File: src/rtl/adma_pkg.sv
// ADMA descriptor engine: shared states, codes and descriptor layout.
package adma_pkg;

  typedef enum logic [1:0] {
    ST_STOP = 2'd0,
    ST_FDS  = 2'd1,
    ST_CADR = 2'd2,
    ST_TFR  = 2'd3
  } state_t;

  localparam logic [1:0] ACT_NOP  = 2'b00;
  localparam logic [1:0] ACT_RSV  = 2'b01;
  localparam logic [1:0] ACT_TRAN = 2'b10;
  localparam logic [1:0] ACT_LINK = 2'b11;

  localparam logic [63:0] DESC_STRIDE = 64'd16;

  localparam logic [1:0] ERR_NONE = 2'd0;
  localparam logic [1:0] ERR_FDS  = 2'd1;
  localparam logic [1:0] ERR_CADR = 2'd2;
  localparam logic [1:0] ERR_TFR  = 2'd3;

  localparam int LEN_HI    = 31;
  localparam int LEN_LO    = 16;
  localparam int ACT_HI    = 5;
  localparam int ACT_LO    = 4;
  localparam int INT_BIT   = 2;
  localparam int END_BIT   = 1;
  localparam int VALID_BIT = 0;

  function automatic logic [1:0] err_of(state_t s);
    unique case (s)
      ST_FDS:  return ERR_FDS;
      ST_CADR: return ERR_CADR;
      ST_TFR:  return ERR_TFR;
      default: return ERR_NONE;
    endcase
  endfunction

endpackage

File: src/rtl/adma_desc_reg.sv
// Holds the three fetched descriptor words and exposes decoded fields.
import adma_pkg::*;

module adma_desc_reg (
  input  logic        clk,
  input  logic        reset,
  input  logic        load,
  input  logic [1:0]  sel,
  input  logic [31:0] word,
  output logic        valid,
  output logic        last,
  output logic        irq,
  output logic [1:0]  act,
  output logic [15:0] len,
  output logic [63:0] addr
);

  logic [31:0] w0;
  logic [31:0] w1;
  logic [31:0] w2;

  always_ff @(posedge clk) begin
    if (reset) begin
      w0 <= '0;
      w1 <= '0;
      w2 <= '0;
    end else if (load) begin
      unique case (sel)
        2'd0:    w0 <= word;
        2'd1:    w1 <= word;
        default: w2 <= word;
      endcase
    end
  end

  assign valid = w0[VALID_BIT];
  assign last  = w0[END_BIT];
  assign irq   = w0[INT_BIT];
  assign act   = w0[ACT_HI:ACT_LO];
  assign len   = w0[LEN_HI:LEN_LO];
  assign addr  = {w2, w1};

  // reserved attribute bits carry no meaning here
  logic unused_bits;
  assign unused_bits = ^{w0[15:6], w0[3]};

endmodule

File: src/rtl/adma_fsm.sv
// ADMA descriptor walker: fetches 128-bit descriptors and
// hands TRAN entries to the transfer stage.
import adma_pkg::*;

module adma_fsm (
  input  logic        CLK,
  input  logic        RESET,
  input  logic        adma_start,
  input  logic        adma_abort,
  input  logic [63:0] adma_sys_addr,
  input  logic        dir_mode,
  output logic        ram_read,
  output logic [63:0] ram_address,
  input  logic [31:0] data_from_ram,
  output logic        start,
  output logic        direction,
  output logic [63:0] address_init,
  output logic [15:0] length,
  input  logic        TFC,
  output logic        adma_error,
  output logic [1:0]  error_state,
  output logic        int_pulse,
  output logic        xfer_done,
  output logic [1:0]  state
);

  state_t      st;
  logic [1:0]  fcnt;
  logic        first;
  logic [63:0] desc_ptr;
  logic [63:0] ptr_next;

  logic        d_valid;
  logic        d_last;
  logic        d_irq;
  logic [1:0]  d_act;
  logic [15:0] d_len;
  logic [63:0] d_addr;
  logic        tran_go;
  logic        is_nop;

  assign ptr_next = desc_ptr + DESC_STRIDE;
  assign tran_go  = (d_act == ACT_TRAN) && (d_len != 16'd0);
  assign is_nop   = (d_act == ACT_NOP) || (d_act == ACT_RSV);
  assign state    = st;

  // word k arrives while fcnt == k+1
  adma_desc_reg u_desc (
    .clk   (CLK),
    .reset (RESET),
    .load  ((st == ST_FDS) && (fcnt != 2'd0)),
    .sel   (fcnt - 2'd1),
    .word  (data_from_ram),
    .valid (d_valid),
    .last  (d_last),
    .irq   (d_irq),
    .act   (d_act),
    .len   (d_len),
    .addr  (d_addr)
  );

  always_ff @(posedge CLK) begin
    if (RESET) begin
      st           <= ST_STOP;
      fcnt         <= 2'd0;
      first        <= 1'b0;
      desc_ptr     <= '0;
      ram_read     <= 1'b0;
      ram_address  <= '0;
      start        <= 1'b0;
      direction    <= 1'b0;
      address_init <= '0;
      length       <= '0;
      adma_error   <= 1'b0;
      error_state  <= ERR_NONE;
      int_pulse    <= 1'b0;
      xfer_done    <= 1'b0;
    end else begin
      int_pulse <= 1'b0;
      xfer_done <= 1'b0;
      if (adma_abort && st != ST_STOP) begin
        st          <= ST_STOP;
        start       <= 1'b0;
        ram_read    <= 1'b0;
        adma_error  <= 1'b1;
        error_state <= err_of(st);
      end else begin
        unique case (st)
          ST_STOP: begin
            if (adma_start) begin
              desc_ptr    <= adma_sys_addr;
              adma_error  <= 1'b0;
              error_state <= ERR_NONE;
              st          <= ST_FDS;
              fcnt        <= 2'd0;
              ram_read    <= 1'b1;
              ram_address <= adma_sys_addr;
            end
          end
          ST_FDS: begin
            fcnt <= fcnt + 2'd1;
            unique case (fcnt)
              2'd0:    ram_address <= desc_ptr + 64'd4;
              2'd1:    ram_address <= desc_ptr + 64'd8;
              2'd2:    ram_read <= 1'b0;
              default: st <= ST_CADR;
            endcase
          end
          ST_CADR: begin
            unique case (1'b1)
              !d_valid: begin
                st          <= ST_STOP;
                adma_error  <= 1'b1;
                error_state <= ERR_FDS;
              end
              d_valid && d_act == ACT_LINK: begin
                desc_ptr <= d_addr;
                if (d_last) begin
                  st        <= ST_STOP;
                  xfer_done <= 1'b1;
                end else begin
                  st          <= ST_FDS;
                  fcnt        <= 2'd0;
                  ram_read    <= 1'b1;
                  ram_address <= d_addr;
                end
              end
              d_valid && tran_go: begin
                address_init <= d_addr;
                length       <= d_len;
                direction    <= dir_mode;
                start        <= 1'b1;
                first        <= 1'b1;
                st           <= ST_TFR;
              end
              default: begin
                desc_ptr  <= ptr_next;
                int_pulse <= is_nop && d_irq;
                if (d_last) begin
                  st        <= ST_STOP;
                  xfer_done <= 1'b1;
                end else begin
                  st          <= ST_FDS;
                  fcnt        <= 2'd0;
                  ram_read    <= 1'b1;
                  ram_address <= ptr_next;
                end
              end
            endcase
          end
          ST_TFR: begin
            // idle transfer stage reports TFC high, so skip the first cycle
            if (first) begin
              first <= 1'b0;
            end else if (TFC) begin
              start     <= 1'b0;
              desc_ptr  <= ptr_next;
              int_pulse <= d_irq;
              if (d_last) begin
                st        <= ST_STOP;
                xfer_done <= 1'b1;
              end else begin
                st          <= ST_FDS;
                fcnt        <= 2'd0;
                ram_read    <= 1'b1;
                ram_address <= ptr_next;
              end
            end
          end
        endcase
      end
    end
  end

endmodule

File: config.mk
export PLATFORM = sky130hd
export DESIGN_NAME = adma_fsm
export DESIGN_NICKNAME = d
export VERILOG_FILES = /design/src/rtl/adma_pkg.sv /design/src/rtl/adma_desc_reg.sv /design/src/rtl/adma_fsm.sv
export SDC_FILE = /design/constraint.sdc
export NUM_CORES = 1
export LEC_CHECK = 0
export BUFFER_PORTS_ARGS = -buffer_cell sky130_fd_sc_hd__buf_2
export CORE_MARGIN = 2
export CORE_UTILIZATION = 39
export CTS_CLUSTER_SIZE = 20
export DETAILED_ROUTE_END_ITERATION = 6
export SKIP_CTS_REPAIR_TIMING = 1
export SYNTH_ARGS = -nofsm -noshare
export SYNTH_HDL_FRONTEND = slang
export SYNTH_SLANG_ARGS = --single-unit
File: constraint.sdc
create_clock -name CLK -period 2.8 [get_ports CLK]
set_clock_uncertainty 0.05 [all_clocks]
set_input_delay 0.28 -clock CLK [delete_from_list [all_inputs] [get_ports CLK]]
set_output_delay 0.28 -clock CLK [all_outputs]
set_load 0.02 [all_outputs]
[Word-level counts from Yosys, hierarchy flattened]
Index checks and enable logic that the tools add are counted.
Operators by class
  multiply operators: 0
  shift-type cells: 0
  eq/ne operators: 20
  add/sub/neg operators: 5
  muxes and demuxes: 54
  bitwise logic cells: 2
  $lt $le $gt $ge: 0
  reductions and logical operators: 35
  div/mod/pow operators: 0
Operators by type and width (count)
  $mux W64: 7
  $pmux W64 S2: 3
  $pmux W64 S4: 1
  $pmux W64 S3: 1
  $add A64 B3 Y64 const B: 1
  $add A64 B4 Y64 const B: 1
  $add A64 B5 Y64 const B: 1
  $mux W2: 11
  $mux W1: 20
  $pmux W2 S4: 2
  $reduce_bool A16 Y1: 1
  $ne A2 B2 Y1 const B: 6
  $eq A2 B2 Y1 const B: 5
  $pmux W1 S2: 5
  $reduce_and A5 Y1: 2
  $ne A3 B3 Y1 const B: 3
  $reduce_and A3 Y1: 3
  $eq A2 B1 Y1 const B: 4
  $logic_not A2 Y1: 4
  $pmux W2 S2: 2
  $reduce_and A4 Y1: 2
  $reduce_and A7 Y1: 1
  $logic_and A1 B1 Y1: 6
  $pmux W2 S3: 1
  other kinds (14): 23
Storage, ports and cells
  memory bits (writable): 0
  input bits: 102
  bits in registers: 317
  memories kept: 0
  bits in read-only memories: 0
  bits in latches: 0

[Logic depth before layout (Yosys ltp)]
  depth after elaboration: 6
  gate-level depth with buffers: 11
  mapped depth without buffers: 9

[By module]
A second synthesis with hierarchy kept.
Second synthesis, totals
  cells, all modules: 2313
  area, all modules: 17576.9 um^2
By module, submodules not included
  adma_fsm: area an instance 13954.6 um^2, sequential area each 4424.2 um^2, cells each 1958, times used 1
  adma_desc_reg: area an instance 3622.2 um^2, sequential area each 1701.6 um^2, cells each 355, times used 1

[Least setup slack after synthesis]
Ideal clock, no wire load.
  kind: register to register
  from: reg desc_ptr[5]
  to: reg ram_address[58]
  buffers on the path: 0
  stages on the path, launching flop included: 9
  path slack: 0.341 ns
  arrival time: 2.282 ns
  path through: dfxtp_1 > ha_1 > nand3_4 > or4_4 > nor2_2 > nand4_1 > xnor2_1 > a221oi_1 > o21ai_0
On the way
  cells in the longest elaborated chain, start to end: 5
  elaborated cells between the ends (all ways): 9
  classes of those cells: 3 x add/sub; 6 x mux
RTL lines
  start, declared: line adma_fsm.sv:30  | logic [63:0] desc_ptr;
  start signal, assigned: line adma_fsm.sv:91  | desc_ptr <= adma_sys_addr;
  start signal, assigned: line adma_fsm.sv:117  | desc_ptr <= d_addr;
  start signal, assigned: line adma_fsm.sv:137  | desc_ptr <= ptr_next;
  $add A64 B5 Y64: line adma_fsm.sv:42  | assign ptr_next = desc_ptr + DESC_STRIDE;
  $mux W64: line adma_fsm.sv:139, adma_fsm.sv:159
  $mux W64: line adma_fsm.sv:155  | end else if (TFC) begin
  $mux W64: line adma_fsm.sv:153  | if (first) begin
  $pmux W64 S4 *: line adma_fsm.sv:88  | unique case (st)
  end signal, assigned: line adma_fsm.sv:97  | ram_address <= adma_sys_addr;
  end signal, assigned: line adma_fsm.sv:146  | ram_address <= ptr_next;
  end signal, assigned: line adma_fsm.sv:166  | ram_address <= ptr_next;
  end, declared: line adma_fsm.sv:13  | output logic [63:0] ram_address,
Every way passes the cells marked *; elsewhere a longest branch is shown, timed or not. The select of a mux whose other input is x is not followed.
A chain may end at the register's enable or synchronous reset.

[Final worst setup path]
  from: reg desc_ptr[28]
  to: reg ram_address[46]
The elaborated chain is that of the path after synthesis.

==> results.toml <==
[outcome]
status = "finished with violations"
violations = "negative hold slack"

[sta]
hold_viol = 17
finalSetupTns_ns = 0
worst_pin_slew_ns = 1.16
drv_slew = 0
fin_crit_sh = 0.956
hold_ws_ns = -0.0351
min_period_ns = 2.68
finalSetupViolCount = 0
fmax_mhz = 374
relSlewSlack = 0.228
grt_setup_unrepaired = "yes"

[synthesis]
yosys_most_used_dff = "dfxtp_1"
postSynthNetCount = 2490
yosysMostFrequentCell = "nand2_1"
synth_top_area_frac = 0.355
synth_largest_area_cell = "dfxtp_1"
ys_ff_latch = 306
yosysSeqAreaShare = 0.355
synth_area_leaders = "dfxtp_1 36%, nand2_1 11%, a21oi_1 9.3%"
syn_avg_cell_area_um2 = 7.25
synth_warnings = 0
synthCells = 2379
synth_edf_count = 0
ys_top_cells_by_count = "516 x nand2_1, 320 x a21oi_1, 306 x dfxtp_1"
async_flop_share = 0
yosys.cell_types.count = 87
synth_area_mm2 = 0.0173

[die]
start_util = 0.393
fp.dieW_um = 214
dieArea_mm2 = 0.0459
die_h_um = 214
io_pins = 256
num_rows = 77
core_area_mm2 = 0.0439

[worst_setup_path]
criticalPathCategory = "reg2reg"
critPathLaunchType = "register"
cp_max_fo = 10
end_kind = "register"
critical_path_required_ns = 3.20
arrival_ns = 3.07

[global_routing]
grt_pass1_wl_um = 119000
grt_max_degree = 202
antenna_found_initial = 1
grt_pass1_vias = 18500
grt-ovfl-total = 0
globalRouteTotalUtil = 0.340

[clocking]
numCtsBuffers = 38
clock_sinks = 306
cts-root-buf = "clkbuf_16"
htreeDepth = 2
clock_latency_ns = 0.57
clockBufferDepth = 3
clk_pin_slew_worst_paths_ns = 0.06
cts_tree = "built"

[placement]
dp_hpwl_um = 59900
io_buffers = 255
finalWeightedCongestion = 0.981
place_area_mm2 = 0.0200
dp.cells = 3189

[cells_and_area]
fillers = 4430
finalNetCount = 2784
design_area_mm2 = 0.0217
drive_gt1_frac = 0.208
syn_to_final_growth_pct = 25.6
final_cell_count_no_fill = 3294

[route]
antenna_left = 0
drc = 0
vias_per_cell = 6.01
num_vias = 19800
firstDrtPassIters = 5
wl_per_cell_um = 24.7
drt_iter0_drc = 2241
drt_wl_total_um = 81400

[pwr]
totalPowerFinal_mw = 11.8
vdd_drop_max_v = 0.000392
leakage_nw = 8.24
power_density_mw_per_mm2 = 543

[run]
max-cap-violations = 0

[min_path]
hp-class = "in2reg"
-- area by class of cell --
| class | instances | area [um2] | share of cell area |
|---|---|---|---|
| inverter | 26 | 97.6 | 0.00450 |
| clock buffer | 53 | 1090 | 0.0502 |
| timing repair buffer | 477 | 3240 | 0.150 |
| tap | 592 | 741 | 0.0342 |
| multi-input combinational | 1824 | 10100 | 0.468 |
| antenna | 1 | 2.50 | 0.000115 |
| sequential | 306 | 6130 | 0.283 |
| clock inverter | 15 | 231 | 0.0107 |
-- worst paths after layout --
kind	startpoint	end	slack [ns]	cells after the start
worst max-delay path	desc_ptr[28]	ram_address[46]	0.12	9
worst min-delay path	adma_sys_addr[18]	ram_address[18]	-0.04	3
worst max register to register	desc_ptr[28]	ram_address[46]	0.12	9
worst min register to register	ram_address[18]	ram_address[18]	0.40	2
-- layer usage --
layer	vias to the layer above	part of all wire	global-route usage	wire, um
met2	1107	0.43	0.514	35100
met5	-	0.00014	0	11
met4	2	0.042	0.138	3380
li1	9038	-	-	-
met3	163	0.10	0.0794	8230
met1	9496	0.43	0.466	34700
-- registers in the layout, indices dropped and copies added (netlist names), 16 cells and up --
name / cells
address_init: 64
desc_ptr: 64
length: 16
ram_address: 64
u_desc.w0: 21
u_desc.w1: 32
u_desc.w2: 32
-- power by group --
group | switching [mW] | internal [mW] | total [mW]
Sequential | 0.236 | 4.54 | 4.78
Combinational | 1.05 | 0.663 | 1.71
Clock | 2.09 | 3.19 | 5.28
-- cell usage in the layout, fill, tap and decap left out, types with 13 or more instances in the layout --
cell type      netlist  layout
nor2_1             158     154
a21oi_1            320     320
a221oi_1            23      23
xnor2_1             45      45
and4_1              16      16
a211oi_1            33      33
and3_1              26      25
nand2_1            516     516
buf_4                8     170
a22oi_1             27      27
inv_1               24      24
dfxtp_1            306     303
xor2_1              37      37
or3_1               21      21
o21ai_0            142     142
buf_2               66     254
nor3_1              43      42
nor4_1              19      16
a311oi_1            13      13
a31oi_1             19      19
nand4_1             34      34
o211ai_1            26      26
dlygate4sd3_1        0      36
clkbuf_16            0      39
o21ai_1             25      25
nand3_1             45      45
buf_12               0      16
-- critical path, cell delays in order (launching register included) --
cell	delay (ns)
dfxtp_1	0.56
nand3_1	0.16
or4_1	0.61
buf_4	0.22
nor4_1	0.21
buf_4	0.16
xor2_1	0.09
a221o_1	0.32
o22ai_1	0.12
nor2_1	0.06
-- through the flow --
stage | setup WS, ns | utilization
after floorplan | 0.341 | -
after global placement | -0.0518 | 0.454
after detailed placement | -0.0700 | 0.454
after CTS | -0.100 | 0.484
after global routing | -0.0377 | 0.493
final | 0.124 | 0.493
-- cells by family (layout without fill, tap and decap cells) --
logic type | after synthesis | in the layout | synth area share
and+or+nand+nor | 965 | 965 | 0.260
other | 0 | 1 | 0
xor gates and xnor gates | 82 | 82 | 0.0416
buffers and inverters | 249 | 571 | 0.0608
DFF | 306 | 306 | 0.355
AOI/OAI and AO/OA | 755 | 755 | 0.268
muxes | 13 | 13 | 0.00776
adders and majority gates | 9 | 9 | 0.00653
No activity file was read; power rests on OpenSTA's default activity.
